$ cat config.mk
export PLATFORM = sky130hd
export DESIGN_NAME = audio_ds_decoder
export DESIGN_NICKNAME = d
export VERILOG_FILES = /design/src/rtl/audio_ds_decoder.sv
export SDC_FILE = /design/constraint.sdc
export NUM_CORES = 1
export LEC_CHECK = 0
export CAP_MARGIN = 20
export CORE_AREA = 2 2 186 188
export DETAILED_ROUTE_END_ITERATION = 7
export DIE_AREA = 0 0 188 190
export GPL_ROUTABILITY_DRIVEN = 0
export HOLD_SLACK_MARGIN = 0.03
export PLACE_DENSITY_LB_ADDON = 0.3
export SYNTH_ARGS = -nofsm -noshare
export SYNTH_HDL_FRONTEND = slang
export SYNTH_SLANG_ARGS = --single-unit
$ cat constraint.sdc
create_clock -name i_sys_clock -period 14.9 [get_ports i_sys_clock]
set_input_delay 2.98 -clock i_sys_clock [delete_from_list [all_inputs] [get_ports i_sys_clock]]
set_output_delay 2.98 -clock i_sys_clock [all_outputs]
set_load 0.05 [all_outputs]
$ cat src/rtl/audio_ds_decoder.sv
// Second-order CIC decoder for the left/right 1-bit delta-sigma audio streams.
// Define AUDIO_DS_DECODER_OVERRUN_EN to add the sticky overrun flag and its clear input.
module audio_ds_decoder #(
  parameter int unsigned SAMPLE_WIDTH    = 16,
  parameter int unsigned LOG2_DECIMATION = 8
) (
  input  logic                    i_sys_clock,
  input  logic                    i_reset_,
  input  logic                    i_enable,
  input  logic                    i_audio_left,
  input  logic                    i_audio_right,
  output logic [SAMPLE_WIDTH-1:0] o_sample_left,
  output logic [SAMPLE_WIDTH-1:0] o_sample_right,
  output logic                    o_sample_valid,
  input  logic                    i_sample_ready
`ifdef AUDIO_DS_DECODER_OVERRUN_EN
  ,
  output logic                    o_overrun,
  input  logic                    i_overrun_clear
`endif
);

  localparam int unsigned ACC_W = 2 * LOG2_DECIMATION + 1;
  localparam int unsigned RAW_W = 2 * LOG2_DECIMATION;

  logic [LOG2_DECIMATION-1:0]   r_phase;
  logic [1:0]                   r_warm;
  logic [1:0][ACC_W-1:0]        r_int1;
  logic [1:0][ACC_W-1:0]        r_int2;
  logic [1:0][ACC_W-1:0]        r_dly1;
  logic [1:0][ACC_W-1:0]        r_dly2;
  logic [1:0][SAMPLE_WIDTH-1:0] r_sample;
  logic                         r_valid;

  logic [1:0]                   w_bit;
  logic                         w_tick;
  logic                         w_load;
  logic [1:0][ACC_W-1:0]        w_int1_d;
  logic [1:0][ACC_W-1:0]        w_int2_d;
  logic [1:0][ACC_W-1:0]        w_comb1;
  logic [1:0][ACC_W-1:0]        w_comb2;
  logic [1:0][RAW_W-1:0]        w_clamp;
  logic [1:0][SAMPLE_WIDTH-1:0] w_sample;

  // Index 0 is the left channel, index 1 the right.
  assign w_bit  = {i_audio_right, i_audio_left};
  assign w_tick = i_enable && (r_phase == '1);
  assign w_load = w_tick && (r_warm == 2'd2);

  // The tick cycle's own bit is folded in by feeding the combs from the next-state integrators.
  always_comb begin
    for (int ch = 0; ch < 2; ch++) begin
      w_int1_d[ch] = r_int1[ch] + ACC_W'(w_bit[ch]);
      w_int2_d[ch] = r_int2[ch] + w_int1_d[ch];
      w_comb1[ch]  = w_int2_d[ch] - r_dly1[ch];
      w_comb2[ch]  = w_comb1[ch] - r_dly2[ch];
      w_clamp[ch]  = w_comb2[ch][RAW_W] ? '1 : w_comb2[ch][RAW_W-1:0];
      w_sample[ch] = {~w_clamp[ch][RAW_W-1], w_clamp[ch][RAW_W-2 -: SAMPLE_WIDTH-1]};
    end
  end

  always_ff @(posedge i_sys_clock or negedge i_reset_) begin
    if (!i_reset_) begin
      r_phase  <= '0;
      r_warm   <= '0;
      r_int1   <= '0;
      r_int2   <= '0;
      r_dly1   <= '0;
      r_dly2   <= '0;
      r_sample <= '0;
      r_valid  <= 1'b0;
    end else if (!i_enable) begin
      // Sample data is deliberately held across a disable.
      r_phase <= '0;
      r_warm  <= '0;
      r_int1  <= '0;
      r_int2  <= '0;
      r_dly1  <= '0;
      r_dly2  <= '0;
      r_valid <= 1'b0;
    end else begin
      r_phase <= r_phase + 1'b1;
      r_int1  <= w_int1_d;
      r_int2  <= w_int2_d;
      if (w_tick) begin
        r_dly1 <= w_int2_d;
        r_dly2 <= w_comb1;
        if (r_warm != 2'd2) r_warm <= r_warm + 2'd1;
      end
      if (w_load) begin
        r_sample <= w_sample;
        r_valid  <= 1'b1;
      end else if (r_valid && i_sample_ready) begin
        r_valid <= 1'b0;
      end
    end
  end

  assign o_sample_left  = r_sample[0];
  assign o_sample_right = r_sample[1];
  assign o_sample_valid = r_valid;

`ifdef AUDIO_DS_DECODER_OVERRUN_EN
  logic r_overrun;
  logic w_overrun_set;

  assign w_overrun_set = w_load && r_valid && !i_sample_ready;

  always_ff @(posedge i_sys_clock or negedge i_reset_) begin
    if (!i_reset_) begin
      r_overrun <= 1'b0;
    end else if (w_overrun_set) begin
      r_overrun <= 1'b1;
    end else if (i_overrun_clear) begin
      r_overrun <= 1'b0;
    end
  end

  assign o_overrun = r_overrun;
`endif

endmodule

Yosys cells after proc, flatten, opt, wreduce, memory -nomap -nowiden
Index checks and enable logic that the tools add are counted.

Bits in registers: 179. Input port bits: 6. Output and inout port bits: 33. Word-level logic and storage cells: 51.

Add/sub/neg operators: 10. Eq/ne operators: 6. Muxes and demuxes: 15. Bitwise gates (word level): 2. Reductions and logical operators: 5.

Operators with widths (number): 34-bit 2-to-1 mux (6); 17-bit subtractor (4); 17-bit by 1-bit adder with 17-bit output (2); 17-bit adder (2); 16-bit 2-to-1 mux (2); 8-bit by 1-bit adder with 8-bit output (second input constant) (1); 8-bit equality test (second input constant) (1); 8-bit 2-to-1 mux (1); 2-bit 2-to-1 mux (3); 2-bit by 1-bit != test with 1-bit output (second input constant) (2); 2-bit AND reduction (2); 1-bit logical AND (3); 1-bit 2-to-1 mux (3); 3-bit by 1-bit != test with 1-bit output (second input constant) (1); 2-bit by 1-bit adder with 2-bit output (second input constant) (1); 2-bit equality test (second input constant) (1); 2-bit != test (second input constant) (1); 1-bit NOT (2).

Logic depth before layout (Yosys ltp)
Gate-level depths: netlist of the first run.

Depth after elaboration: 6. Mapped depth: 30. Depth with buffers taken out: 29.

Worst setup path after synthesis of the first run
No wires, ideal clock.

Kind: input port to flip-flop. From: in i_audio_left. To: reg r_sample, in the netlist o_sample_left[13]. Library setup time: 0.082 ns. Data arrival time: 8.318 ns. Required time: 14.818 ns. Setup slack: 6.500 ns. Stages on the path: 25. Buffers on the path: 1. Cells stage by stage: ha_1 -> ha_1 -> ha_1 -> a21o_1 -> a21oi_1 -> o21bai_1 -> a21oi_1 -> xnor2_1 -> ha_1 -> o21a_1 -> nor2_1 -> a21oi_1 -> a21o_1 -> xor2_1 -> ha_1 -> a2111oi_0 -> o21ai_0 -> a2111oi_0 -> nor3_1 -> a211oi_1 -> o21bai_1 -> a21oi_1 -> xor3_2 -> buf_4 -> a31oi_1.

Longest elaborated chain between the ends: 5.

Ends and longest elaborated chain: start: declaration (RTL line 10) `input logic i_audio_left,`; 17-bit by 1-bit adder with 17-bit output (RTL line 53) `w_int1_d[ch] = r_int1[ch] + ACC_W'(w_bit[ch]);`; 17-bit adder (RTL line 54) `w_int2_d[ch] = r_int2[ch] + w_int1_d[ch];`; 17-bit subtractor (RTL line 55) `w_comb1[ch] = w_int2_d[ch] - r_dly1[ch];`; 17-bit subtractor (RTL line 56) `w_comb2[ch] = w_comb1[ch] - r_dly2[ch];`; 16-bit 2-to-1 mux (RTL line 57) `w_clamp[ch] = w_comb2[ch][RAW_W] ? '1 : w_comb2[ch][RAW_W-1:0];`; end signal: assignment (RTL line 91) `r_sample <= w_sample;`; end: declaration (RTL line 32) `logic [1:0][SAMPLE_WIDTH-1:0] r_sample;`.

Every way passes these cells. A chain may end at the register's enable or synchronous reset.

Worst setup path after layout of the first run
From: in i_audio_left. To: reg r_sample, in the netlist o_sample_left[15].

Longest elaborated chain between the ends: 6.

Ends and longest elaborated chain: 17-bit by 1-bit adder with 17-bit output (RTL line 53); 17-bit adder (RTL line 54); 17-bit subtractor (RTL line 55); 17-bit subtractor (RTL line 56); 16-bit 2-to-1 mux (RTL line 57); 1-bit NOT (RTL line 58) `w_sample[ch] = {~w_clamp[ch][RAW_W-1], w_clamp[ch][RAW_W-2 -: SAMPLE_WIDTH-1]};`.

Every way passes these cells.

==> results_dict.tcl, run 1 <==
set metrics [dict create \
    yosysWarningCount 0 \
    synthesis_stage_register_bit_count 179 \
    unrepaired_setup_endpoints_after_global_routing "false" \
    cts_tree "built" \
    critical_path.max_stage_delay_ns 0.66 \
    timing_hold_violations_final 0 \
    globalRouteOverflowTotal 0 \
    fp-row-count 68 \
    finalMaxSlewViolations 0 \
    min_delay_worst_endpoint "r_phase[0]" \
    final-setup-viol-count 0 \
    hold_start "r_phase[0]" \
    holdBufCountCts 0 \
    die_h_um 190 \
    static-leakage-power_nw 5.90 \
    clock_skew_ns 0.0105 \
    design.core.area_um2 33900 \
    die_width_um 188 \
    number_of_global_route_vias_before_repair 8672 \
    top_flip_flop_cell_by_instance_count_after_synthesis "dfrtp_1" \
    nNetsFinal 1456 \
    regToRegEndpoint "o_sample_left[15]" \
    portBuffers 38 \
    path_buf_inv 1 \
    maximum_clock_insertion_buffer_count 2 \
    dr_total_vias 8916 \
    logic_depth_of_the_worst_register_to_register_path 24 \
    maximum_clock_rate_ghz 0.107 \
    detail_route.iter0.violations 443 \
    worst_hold_slack_ns 0.456 \
    cpMaxStageDelayCell "a2111oi_0" \
    timing_worst_slew_pin_value_ns 1.01 \
    floorplan.die_area_um2 35700 \
    area_growth_pct 12.2 \
    timing.max_slew.rel_slack_pct 32.5 \
    grt_start_max_net_pins 117 \
    diodes 0 \
    synthesis.instances 1311 \
    drcViolationCount 0 \
    power-per-cell-area_nw_per_um2 142 \
    globalRouteTotalUtil_pct 14.0 \
    timing.critical_path.max_delay_family "compound AO/OA/AOI/OAI gates" \
    ys_seq_area_share_pct 38.5 \
    floorplan.initialDensity_pct 34.3 \
    r2r_slack_ns 8.19 \
    clk_pin_slew_worst_paths_ns 0.08 \
    io_pins 39 \
    drt-pass1-iter-count 5 \
    grt_pass1_wl_um 41400 \
    postCtsSetupRepairBufs 0 \
    drt_wl_total_um 24200 \
    synthesis.nets 1434 \
    netlist-cell-type-count 59 \
    async_flop_share_pct 100 \
    grt_antenna_before_repair 0 \
    synth-edff-count 0 \
    r2r_start "r_int1[0]" \
    cp-start-kind "primary input" \
    drv.max_cap_violation_count 0 \
    place.detailed.hpwl_um 16900 \
    mostFrequentLayoutCell "dfrtp_1" \
    clock_latency_ns 0.44 \
    numCtsBuffers 17 \
    htree_num_levels 4 \
    clock_sinks 179 \
    timing.critical_path.required_ns 15.23 \
    wl_per_cell_um 13.4 \
    crit_top_cell "ha_1" \
    post_synth_instance_area_um2 11600 \
    clock_tree.root_cell "clkbuf_16" \
    critical_path_fanouts_max 16 \
    critPathCaptureType "flop" \
    timing_worst_setup_path_type "in -> reg" \
    hold_path_class "reg -> reg" \
    antenna_violating_nets_left 0 \
    cells_resized_by_post_cts_repair 0 \
    mostFrequentLayoutCells "179 x dfrtp_1, 157 x nand2_1, 128 x a21oi_1, 111 x ha_1, 103 x nor2_1" \
    setup_total_negative_slack_ns 0 \
    post_layout_min_period_ns 9.32 \
    post-route-period-util_pct 62.6 \
    route.detailed.vias_per_inst 4.95 \
    run_status "finished, final reports clean" \
    hold_depth 1 \
    post_synth.cell_area_avg_um2 8.87 \
    cp.arrival_ns 9.65 \
    final_layout_size_suffix_gt1_share_pct 4.68 \
    peakVddDrop_mv 0.142 \
]
==> where the power goes <==
part	total, mW	internal (mW)	switching (mW)	leakage, nW
clock	0.461	0.239	0.223	0.283
combinational	0.893	0.373	0.520	3.13
sequential	0.495	0.491	0.00369	2.49
==> area by class of cell <==
class	count	area, µm²
multi-input combinational	993	6630
timing repair buffer	43	417
fill	3396	20900
sequential	179	4480
clock buffer	17	425
tap	455	569
clock inverter	15	160
inverter	99	372
==> worst max path at each step <==
stage	from	endpoint	slack, ns	cells after the start
floorplan	i_audio_left	o_sample_left[13]	6.50	25
global placement	i_audio_left	o_sample_left[15]	5.31	25
detailed placement	i_audio_left	o_sample_left[15]	5.31	25
CTS	i_audio_left	o_sample_left[15]	5.61	25
global route	i_audio_left	o_sample_left[15]	5.16	25
finish	i_audio_left	o_sample_left[15]	5.58	25
==> cells in the mapped netlist, types with 2 or more instances <==
| cell type | instances | area (µm²) |
|---|---|---|
| and3_1 | 9 | 56.3 |
| a21boi_0 | 3 | 22.5 |
| and4_1 | 3 | 26.3 |
| a31oi_1 | 34 | 213 |
| nand2b_1 | 14 | 87.6 |
| o211ai_1 | 8 | 60.1 |
| fa_1 | 6 | 120 |
| a211oi_1 | 9 | 67.6 |
| o41ai_1 | 2 | 17.5 |
| o21ai_0 | 49 | 245 |
| dfrtp_1 | 179 | 4480 |
| inv_1 | 98 | 368 |
| o21a_1 | 15 | 113 |
| o311ai_0 | 6 | 52.6 |
| nor2_1 | 103 | 387 |
| nor4_1 | 2 | 12.5 |
| clkbuf_1 | 37 | 139 |
| xnor2_1 | 77 | 674 |
| a2111oi_0 | 4 | 35.0 |
| xor2_1 | 42 | 368 |
| nand3_1 | 31 | 155 |
| nor2b_1 | 9 | 56.3 |
| o21ba_2 | 2 | 20.0 |
| o2111ai_1 | 2 | 17.5 |
| or4_1 | 3 | 22.5 |
| o21bai_1 | 7 | 52.6 |
| nand2_1 | 157 | 589 |
| a21oi_1 | 128 | 641 |
| o31a_1 | 2 | 17.5 |
| and2_1 | 66 | 413 |
| a31o_2 | 10 | 87.6 |
| ha_1 | 111 | 1390 |
| a21o_1 | 20 | 150 |
| nor3_1 | 17 | 85.1 |
| nand4_1 | 14 | 87.6 |
| a41oi_1 | 2 | 17.5 |
| or3_1 | 8 | 50.1 |
==> cell families after synthesis <==
group	synth area share, %
compound gates	16.7
xor+xnor	9.52
fa+ha+maj	13.0
buf+inv	4.58
flops	38.5
simple gates	17.7
==> state kept, by name, summed over array words and instances (netlist names) <==
signal,cells
r_int2,34
o_sample_right,16
o_sample_valid,1
o_sample_left,16
r_dly1,34
r_int1,34
r_phase,8
r_dly2,34
r_warm,2
==> metrics by stage <==
stage	worst slack (ns)	total power [mW]	utilization (%)	area, µm²	cells
after floorplan	6.50	1.23	-	11600	1311
after global placement	5.31	1.39	36.7	12500	1769
after detailed placement	5.31	1.40	36.7	12500	1769
after CTS	5.61	1.87	38.4	13100	1801
after global routing	5.16	2.00	38.4	13100	1801
final	5.58	1.85	38.4	13100	1801
==> routing by layer <==
metal / up-vias / part of all wire (%) / track usage, %
li1: 4537 / - / -
met1: 4282 / 47 / 17.3
met2: 79 / 50 / 25.1
met3: 18 / 2.1 / 2.49
met4: 0 / 1.1 / 3.82
met5: - / 0 / 0
Power figures use the tool's default switching activity.
==> inputs of run 2 (changes only) <==
- clock period: 14.9 -> 7.88 ns (I/O delays scaled with it)
==> run 2 against run 1 <==
  * Flip-flop and latch count stayed put
  * Worst hold slack better by 0.013 ns
  * Non-clock buffer count rose by 17
  * Utilization is 0.43 points higher
  * Setup slack worse by 5.0 ns
  * Highest routed layer unchanged
  * Critical path depth grew 4
  * Clock power rose by 82%
==> results_dict.tcl, run 2 (synthesis gave the netlist of run 1 again) <==
set metrics [dict create \
    total_power_mw 3.57 \
    multi_input_area_um2 6650 \
    finalMaxSlewViolations 0 \
    maximum_clock_rate_ghz 0.136 \
    drt-pass1-iter-count 7 \
    floorplan.die_area_um2 35700 \
    run_status "finished, final reports clean" \
    fin_util_pct 38.9 \
    post_layout_min_period_ns 7.34 \
    portBuffers 38 \
    clock_skew_ns 0.0101 \
    critPathCaptureType "flop" \
    cp-start-kind "primary input" \
    ff_latch_area_um2 4480 \
    postLayoutCellArea_um2 13200 \
    logic_depth_of_the_worst_register_to_register_path 27 \
    htree_num_levels 4 \
    critical_path.max_stage_delay_ns 0.48 \
    antenna_violating_nets_left 0 \
    clock_latency_ns 0.44 \
    maximum_clock_insertion_buffer_count 2 \
    globalRouteTotalUtil_pct 14.1 \
    setup_total_negative_slack_ns 0 \
    numCtsBuffers 17 \
    peakVddDrop_mv 0.187 \
    floorplan.initialDensity_pct 34.3 \
    area_growth_pct 13.4 \
    globalRouteOverflowTotal 0 \
    endpoint "o_sample_left[7]" \
    timing_worst_setup_path_type "in -> reg" \
    die_width_um 188 \
    place.detailed.hpwl_um 17100 \
    design.core.area_um2 33900 \
    timing.critical_path.required_ns 8.24 \
    timing_worst_slew_pin_value_ns 0.912 \
    r2r_slack_ns 1.78 \
    unrepaired_setup_endpoints_after_global_routing "false" \
    hold_path_class "reg -> reg" \
    grt_antenna_before_repair 0 \
    cpMaxStageDelayCell "clkdlybuf4s50_1" \
    drt_wl_total_um 24200 \
    grt_start_max_net_pins 115 \
    clk_pin_slew_worst_paths_ns 0.07 \
    number_of_global_route_vias_before_repair 8846 \
    detail_route.iter0.violations 477 \
    cp-startpoint "i_audio_left" \
    mostFrequentLayoutCells "179 x dfrtp_1, 157 x nand2_1, 128 x a21oi_1, 110 x ha_1, 102 x nor2_1" \
    post-route-period-util_pct 93.1 \
    power-per-cell-area_nw_per_um2 270 \
    clock_sinks 179 \
    final-setup-viol-count 0 \
    static-leakage-power_nw 6.00 \
    dr_total_vias 9055 \
    placed_area_um2 12600 \
    fp-row-count 68 \
    drv.max_cap_violation_count 0 \
    mostFrequentLayoutCell "dfrtp_1" \
    critical_path_fanouts_max 14 \
    nNetsFinal 1473 \
    drcViolationCount 0 \
    clock_tree.root_cell "clkbuf_16" \
    r2r_start "r_int1[2]" \
    timing_hold_violations_final 0 \
    fillers 3396 \
    regToRegEndpoint "o_sample_left[7]" \
    worst_hold_slack_ns 0.470 \
    final_layout_size_suffix_gt1_share_pct 6.24 \
    grt_pass1_wl_um 42000 \
    diodes 0 \
    die_h_um 190 \
    io_pins 39 \
    cp.arrival_ns 7.69 \
    wl_per_cell_um 13.3 \
    cts_tree "built" \
    timing.max_slew.rel_slack_pct 39.2 \
    route.detailed.vias_per_inst 4.98 \
]
-- run 2: worst min-delay path by stage --
stage	start	endpoint	slack, ns	depth (start not counted)
3_5_place_dp	r_phase[0]	r_phase[0]	0.46	1
6_report	r_phase[0]	r_phase[0]	0.47	1
5_1_grt	r_phase[0]	r_phase[0]	0.50	1
4_1_cts	r_phase[0]	r_phase[0]	0.47	1
2_1_floorplan	r_phase[0]	r_phase[0]	0.42	1
3_3_place_gp	r_phase[0]	r_phase[0]	0.44	1
-- run 2: cell type report --
cell class / count / share of cell area (%)
inverter: 99 / 2.82
multi-input combinational: 993 / 50.4
clock buffer: 18 / 3.33
timing repair buffer: 60 / 4.22
tap: 455 / 4.31
sequential: 179 / 33.9
clock inverter: 14 / 0.976
-- run 2: metal layers --
metal  part of all wire [%]  global-route usage [%]
met4                   0.92                    3.18
met5                      0                       0
met2                     51                    25.1
met3                    2.0                    2.16
met1                     46                    17.9
-- run 2: per-stage QoR --
stage               setup slack, ns  instances
global placement              0.123       1786
floorplan                     0.884       1311
global route                0.00437       1818
detailed placement          -0.0442       1786
finish                        0.542       1818
CTS                           0.377       1818
-- run 2: critical path: cells and delay by family --
family,cells,cell delay [ns]
adder cells (fa/ha/maj),4,1.16
buffers and inverters,3,0.76
AO/OA/AOI/OAI,12,2.23
XOR/XNOR,3,0.86
AND/OR/NAND/NOR,7,1.12
-- run 2: report_power, final --
group | internal, mW | total, mW | switching [mW]
clock network | 0.447 | 0.838 | 0.390
logic | 0.793 | 1.79 | 1.00
registers | 0.929 | 0.936 | 0.00680
-- run 2: what timing repair did --
action                                  4_1_cts  5_1_grt
setup buffers                                 0        0
gates resized for setup                       0        6
hold buffers                                  0        0
endpoints found under the setup margin        0       16
